## src/rtl/hyperbus_trans_splitter.sv

```systemverilog
// Splits an upstream HyperBus request (start word address + length) into
// PHY transactions that never cross a MAX_BURST-aligned word boundary.
// This keeps each chip-select assertion within the device tCSM limit.
module hyperbus_trans_splitter #(
    parameter int BURST_WIDTH = 12,
    parameter int NR_CS       = 2,
    parameter int MAX_BURST   = 64
) (
    input  logic                   clk270,
    input  logic                   rst_ni,
    // upstream request
    input  logic                   req_valid_i,
    output logic                   req_ready_o,
    input  logic [31:0]            req_address_i,
    input  logic [NR_CS-1:0]       req_cs_i,
    input  logic                   req_write_i,
    input  logic [BURST_WIDTH-1:0] req_len_i,
    // PHY transaction
    output logic                   trans_valid_o,
    input  logic                   trans_ready_i,
    output logic [31:0]            trans_address_o,
    output logic [NR_CS-1:0]       trans_cs_o,
    output logic                   trans_write_o,
    output logic [BURST_WIDTH-1:0] trans_burst_o,
    // status
    output logic                   done_o,
    output logic                   busy_o
);

    typedef enum logic {IDLE = 1'b0, ISSUE = 1'b1} state_e;

    state_e                 state_q, state_d;
    logic [31:0]            addr_q;
    logic [NR_CS-1:0]       cs_q;
    logic                   write_q;
    logic [BURST_WIDTH-1:0] rem_q;
    logic [BURST_WIDTH-1:0] burst_q;
    logic                   done_q;

    logic                   req_hs, trans_hs, last_chunk;
    logic [31:0]            addr_nxt;
    logic [BURST_WIDTH-1:0] rem_nxt;

    // Words until the next MAX_BURST boundary, clipped to what is left.
    // MAX_BURST <= 2^(BURST_WIDTH-1), so the space value always fits.
    function automatic logic [BURST_WIDTH-1:0] chunk_of(input logic [31:0] a,
                                                        input logic [BURST_WIDTH-1:0] rem);
        logic [31:0] space;
        space = 32'(MAX_BURST) - (a & (32'(MAX_BURST) - 32'd1));
        if (32'(rem) < space) return rem;
        else                  return space[BURST_WIDTH-1:0];
    endfunction

    assign req_hs     = req_valid_i && (state_q == IDLE);
    assign trans_hs   = trans_ready_i && (state_q == ISSUE);
    assign last_chunk = (rem_q == burst_q);
    assign addr_nxt   = addr_q + 32'(burst_q);   // wraps modulo 2^32
    assign rem_nxt    = rem_q - burst_q;

    // State register.
    always_ff @(posedge clk270 or negedge rst_ni) begin
        if (!rst_ni) state_q <= IDLE;
        else         state_q <= state_d;
    end

    // Next-state logic and handshake outputs; valid is a pure state decode.
    always_comb begin
        state_d       = state_q;
        req_ready_o   = 1'b0;
        trans_valid_o = 1'b0;
        case (state_q)
            IDLE: begin
                req_ready_o = 1'b1;
                if (req_valid_i && (req_len_i != '0)) state_d = ISSUE;
            end
            ISSUE: begin
                trans_valid_o = 1'b1;
                if (trans_ready_i && last_chunk) state_d = IDLE;
            end
            default: state_d = IDLE;
        endcase
    end

    // Request registers: load on accept, advance by one chunk per PHY handshake.
    always_ff @(posedge clk270 or negedge rst_ni) begin
        if (!rst_ni) begin
            addr_q  <= '0;
            cs_q    <= '0;
            write_q <= 1'b0;
            rem_q   <= '0;
            burst_q <= '0;
            done_q  <= 1'b0;
        end else begin
            done_q <= 1'b0;
            if (req_hs) begin
                if (req_len_i == '0) begin
                    // empty request: acknowledge without touching the PHY
                    done_q <= 1'b1;
                end else begin
                    addr_q  <= req_address_i;
                    cs_q    <= req_cs_i;
                    write_q <= req_write_i;
                    rem_q   <= req_len_i;
                    burst_q <= chunk_of(req_address_i, req_len_i);
                end
            end else if (trans_hs) begin
                addr_q  <= addr_nxt;
                rem_q   <= rem_nxt;
                burst_q <= chunk_of(addr_nxt, rem_nxt);
                if (last_chunk) done_q <= 1'b1;
            end
        end
    end

    assign trans_address_o = addr_q;
    assign trans_cs_o      = cs_q;
    assign trans_write_o   = write_q;
    assign trans_burst_o   = burst_q;
    assign done_o          = done_q;
    assign busy_o          = (state_q != IDLE);

endmodule
```

## config.mk

```make
export PLATFORM = sky130hd
export DESIGN_NAME = hyperbus_trans_splitter
export DESIGN_NICKNAME = d
export VERILOG_FILES = /design/src/rtl/hyperbus_trans_splitter.sv
export SDC_FILE = /design/constraint.sdc
export NUM_CORES = 1
export LEC_CHECK = 0
export ABC_CLOCK_PERIOD_IN_PS = 8600
export BUFFER_PORTS_ARGS = -buffer_cell sky130_fd_sc_hd__buf_4
export CAP_MARGIN = 5
export CORE_MARGIN = 3
export CORE_UTILIZATION = 60
export CTS_CLUSTER_SIZE = 30
export DETAILED_ROUTE_END_ITERATION = 7
export GPL_ROUTABILITY_DRIVEN = 0
export GPL_TIMING_DRIVEN = 0
export PLACE_DENSITY = 0.95
export SLEW_MARGIN = 10
export SYNTH_ARGS = -nofsm -noshare
export SYNTH_HDL_FRONTEND = slang
export SYNTH_SLANG_ARGS = --single-unit
export TNS_END_PERCENT = 100
```

## constraint.sdc

```tcl
create_clock -name clk270 -period 8.6 [get_ports clk270]
set_input_delay 0.43 -clock clk270 [delete_from_list [all_inputs] [get_ports clk270]]
set_output_delay 0.43 -clock clk270 [all_outputs]
set_load 0.01 [all_outputs]
```

[Word level (Yosys, flattened, before mapping)]
Index checks and enable logic that the tools add are counted.
Word-level totals
  input port bits: 51
  word-level logic and storage cells: 46
  register bits: 61
Cells by class
  bitwise logic cells: 2
  add/subtract/negate cells: 4
  reduce and logical (&&, ||, !) cells: 9
  $lt $le $gt $ge: 2
  eq/ne operators: 2
  mux-type cells: 20
Operator list (count)
  $mux W12: 8
  $mux W32: 3
  $lt A12 B32 Y1: 2
  $add A32 B12 Y32: 1
  $sub A7 B6 Y8 const A: 2
  $eq A12 B12 Y1: 1
  $logic_not A12 Y1: 1
  $reduce_bool A12 Y1: 1
  $sub A12 B12 Y12: 1
  $mux W1: 8
  $logic_and A1 B1 Y1: 4
  $reduce_and A2 Y1: 2
  $ne A2 B2 Y1 const B: 1
  $not A1 Y1: 2
  $pmux W1 S2: 1
  $reduce_bool A2 Y1: 1

[Depth between registers and ports, before layout]
  depth in word-level cells: 6
  depth in mapped cells: 16

[Worst setup path before layout]
OpenSTA, ideal clock, no wires.
  kind: register -> register
  from: reg burst_q[0] (netlist: trans_burst_o[0])
  to: reg burst_q[3] (netlist: trans_burst_o[3])
  path slack: 5067 ps
  data arrival time: 3429 ps
  cell stages (with the launch flop): 16
  clock period less this slack: 3533 ps
  cells stage by stage: dfrtp_1 ha_1 inv_1 fa_1 nor2b_1 o21a_1 o21a_1 nor2_1 or4_1 ha_1 nand3_1 a211o_1 nand3_1 a211o_1 or4_1 o311ai_1
On the way
  word-level cells in the longest chain between the ends: 6
  elaborated cells between the ends (all ways): 7
  those cells by class: add/sub: 3; order compare: 1; mux: 3
RTL lines
  from (decl): RTL line 37  | logic [BURST_WIDTH-1:0] burst_q;
  from (signal assigned): RTL line 104  | burst_q <= chunk_of(req_address_i, req_len_i);
  from (signal assigned): RTL line 109  | burst_q <= chunk_of(addr_nxt, rem_nxt);
  $add A32 B12 Y32: RTL line 57  | assign addr_nxt = addr_q + 32'(burst_q);
  $sub A7 B6 Y8: RTL line 49  | space = 32'(MAX_BURST) - (a & (32'(MAX_BURST) - 32'd1));
  $lt A12 B32 Y1: RTL line 50  | if (32'(rem) < space) return rem;
  $mux W12 *: RTL line 50
  $mux W12 *: RTL line 106  | end else if (trans_hs) begin
  $mux W12 *: RTL line 95  | if (req_hs) begin
Every way passes the cells marked *; elsewhere a longest branch is shown, timed or not. The select of a mux whose other input is x is not followed.
A chain may end at the register's enable or synchronous reset.

[Final worst setup path]
  from: reg burst_q[0] (netlist: trans_burst_o[0])
  to: reg burst_q[0] (netlist: trans_burst_o[0])
Same word-level chain as after synthesis.

==> impl_metrics.env <==
export IMPL_rr_worst_depth=15
export IMPL_hold_buffers=0
export IMPL_synth_area_leaders="dfrtp_1 (30%), ha_1 (9.2%), nand2_1 (5.1%)"
export IMPL_vdd_drop_max_v=0.000228
export IMPL_rr_startpoint="trans_burst_o[0]"
export IMPL_io_buffers=101
export IMPL_routedWlPerCell_um=21.6
export IMPL_utilization_pct=77.1
export IMPL_worst_slack_ns=4.35
export IMPL_fin_skew_ns=0.0133
export IMPL_finalCriticalPeriod_ns=4.25
export IMPL_synthArstFlopShare_pct=100
export IMPL_status="finished, final reports clean"
export IMPL_tightest_slew_ns=0.809
export IMPL_synth_top_area_cell="dfrtp_1"
export IMPL_ys_ff_latch=61
export IMPL_ioPinCount=102
export IMPL_r2r_setup_slack_ns=4.35
export IMPL_nets=810
export IMPL_cts_root_buf="clkbuf_8"
export IMPL_syn_area_per_cell_um2=8.30
export IMPL_synth_cell_type_count=73
export IMPL_die_area_mm2=0.00954
export IMPL_grt_first_pass_wirelength_um=28000
export IMPL_viasPerCell=7.05
export IMPL_top_usage_layer="met2"
export IMPL_dpl_hpwl_um=12800
export IMPL_antenna_cells=0
export IMPL_postRouteAntennaNets=0
export IMPL_start_kind="register"
export IMPL_grt_pass1_vias=5581
export IMPL_grt_util_met2_pct=55.5
export IMPL_critPathArrivalTime_ns=4.49
export IMPL_setup_violations=0
export IMPL_synth_top_area_share_pct=30.3
export IMPL_vias=5831
export IMPL_cap_violations=0
export IMPL_p_leak_nw=2.84
export IMPL_r2r_end="trans_burst_o[0]"
export IMPL_routed_wl_um=17800
export IMPL_grt_usage_pct=36.3
export IMPL_finalSetupTns_ns=0
export IMPL_worst_path_max_fanout=5
export IMPL_hold_viol_final=0
export IMPL_drt_iter0_drc=964
export IMPL_cts_max_level=3
export IMPL_hold_ws_ns=0.146
export IMPL_netlist_instances=608
export IMPL_die_h_um=97.7
export IMPL_synth_seq_area_share_pct=30.3
export IMPL_syn_area_mm2=0.00504
export IMPL_fmaxAchievable_ghz=0.235
export IMPL_slew_headroom_pct=46.1
export IMPL_total_power_w=0.00259
export IMPL_area_delta_synth_final_pct=21.1
export IMPL_timing_final_crit_share_pct=49.4
export IMPL_crit_path_end_kind="register"
export IMPL_hp_class="input pin to async pin"
export IMPL_cts_setup_buffers=0
export IMPL_layout_common_cells="buf_4 (104), nand2_1 (68), dfrtp_1 (61), nor2_1 (52), ha_1 (37)"
export IMPL_post_place_ws_ns=4.60
export IMPL_grt_antenna_before_repair=0
export IMPL_core_region_area_mm2=0.00793
export IMPL_final_common_cell="buf_4"
export IMPL_drive_above_1_share_pct=21.0
export IMPL_synth_warnings=0
export IMPL_clockBufferDepth=2
export IMPL_route_detailed_drc=0
export IMPL_power_per_cell_area_mw_per_mm2=425
export IMPL_clk_latency_ns=0.36
export IMPL_clkSlewWorstSetupHoldPaths_ns=0.08
export IMPL_path_class="register to register"
export IMPL_cp_data_required_time_ns=8.84
export IMPL_use_met3_pct=10.1
export IMPL_fillers=554
export IMPL_synth_edf_count=0
export IMPL_cts_tree="built"
export IMPL_fp_dieW_um=97.7
export IMPL_rsz0062_at_grt="no"
export IMPL_finalMaxSlewViolations=0
export IMPL_rows=32
export IMPL_grt_max_degree=62
export IMPL_grt_overflow=0
export IMPL_firstDrtPassIters=6
export IMPL_syn_num_nets=698
export IMPL_start_util_pct=63.6
export IMPL_cts_resized=0
export IMPL_met1_usage_pct=47.1
export IMPL_numCtsBuffers=9
export IMPL_cts_sinks=61
export IMPL_synthFlopType="dfrtp_1"
==> registers in the layout (all words and copies together), names as in the netlist <==
| signal | count |
|---|---|
| busy_o | 1 |
| rem_q | 12 |
| done_o | 1 |
| trans_cs_o | 2 |
| trans_write_o | 1 |
| trans_address_o | 32 |
| trans_burst_o | 12 |
==> metal layers <==
metal  part of all wire (%)  routed length (µm)
met5                      0                   0
met4                    5.4                 962
met3                     15                2680
met2                     43                7750
met1                     36                6440
==> worst max path at each step <==
stage / startpoint / to / slack [ns]
finish: trans_burst_o[0] / trans_burst_o[0] / 4.35
global route: trans_burst_o[0] / trans_burst_o[6] / 4.24
CTS: trans_burst_o[0] / trans_burst_o[6] / 4.53
detailed placement: trans_burst_o[0] / trans_burst_o[6] / 4.60
global placement: trans_burst_o[0] / trans_burst_o[1] / 4.78
floorplan: trans_burst_o[0] / trans_burst_o[3] / 5.07
==> kinds of logic after synthesis <==
group / after synthesis / synth area share, %
buffers and inverters: 59 / 5.43
muxes: 8 / 1.64
adders and majority gates: 39 / 9.97
AOI/OAI and AO/OA: 180 / 24.9
DFF: 61 / 30.3
and+or+nand+nor: 239 / 23.9
xor gates and xnor gates: 22 / 3.97
==> area by class of cell <==
type	instances	area, µm²	area share [%]
well taps	102	128	2.09
multi-input cells	488	3240	53.1
clock buffers	12	155	2.54
plain buffers	29	161	2.64
flip-flops and latches	61	1530	25.0
inverters	30	113	1.84
repair buffers	101	758	12.4
clock inverters	4	22.5	0.369
==> critical path: stages (launching register included) <==
cell	delay, ns
dfrtp_1	0.45
ha_1	0.21
inv_1	0.06
fa_1	0.40
nor2b_1	0.18
o21a_1	0.19
o21a_1	0.24
nor2_1	0.14
or4_1	0.58
ha_1	0.34
nand3_1	0.09
a211o_1	0.11
nand3_1	0.11
a211oi_1	0.56
a31oi_1	0.18
a211o_1	0.29
==> through the flow <==
step | area [µm²] | cells
after floorplan | 5040 | 608
after global placement | 5930 | 811
after global routing | 6110 | 827
after detailed placement | 5930 | 811
after CTS | 6110 | 827
final | 6110 | 827
==> report_power, final <==
| group | switching, W | total (W) | internal (W) |
|---|---|---|---|
| clock network | 0.000125 | 0.000244 | 0.000119 |
| logic | 0.00107 | 0.00183 | 0.000757 |
| registers | 0.000120 | 0.000519 | 0.000399 |
| total | 0.00132 | 0.00259 | 0.00127 |
==> synth_stat cells (5+ instances only) <==
| cell | instances |
|---|---|
| nand2_1 | 68 |
| or3_1 | 8 |
| and4_1 | 5 |
| nand4_1 | 10 |
| ha_1 | 37 |
| o21ai_0 | 32 |
| nor2b_1 | 6 |
| and3_1 | 6 |
| or4_1 | 6 |
| a21oi_1 | 31 |
| a311oi_1 | 9 |
| o21a_1 | 7 |
| xor2_1 | 8 |
| a21o_1 | 13 |
| and2_1 | 6 |
| mux2i_1 | 6 |
| dfrtp_1 | 61 |
| nor2_1 | 52 |
| inv_1 | 30 |
| nand3_1 | 29 |
| a211oi_1 | 12 |
| clkbuf_1 | 17 |
| xnor2_1 | 13 |
| nor3_1 | 17 |
| o211ai_1 | 12 |
| a31oi_1 | 19 |
(Power assumes the default switching activity.)
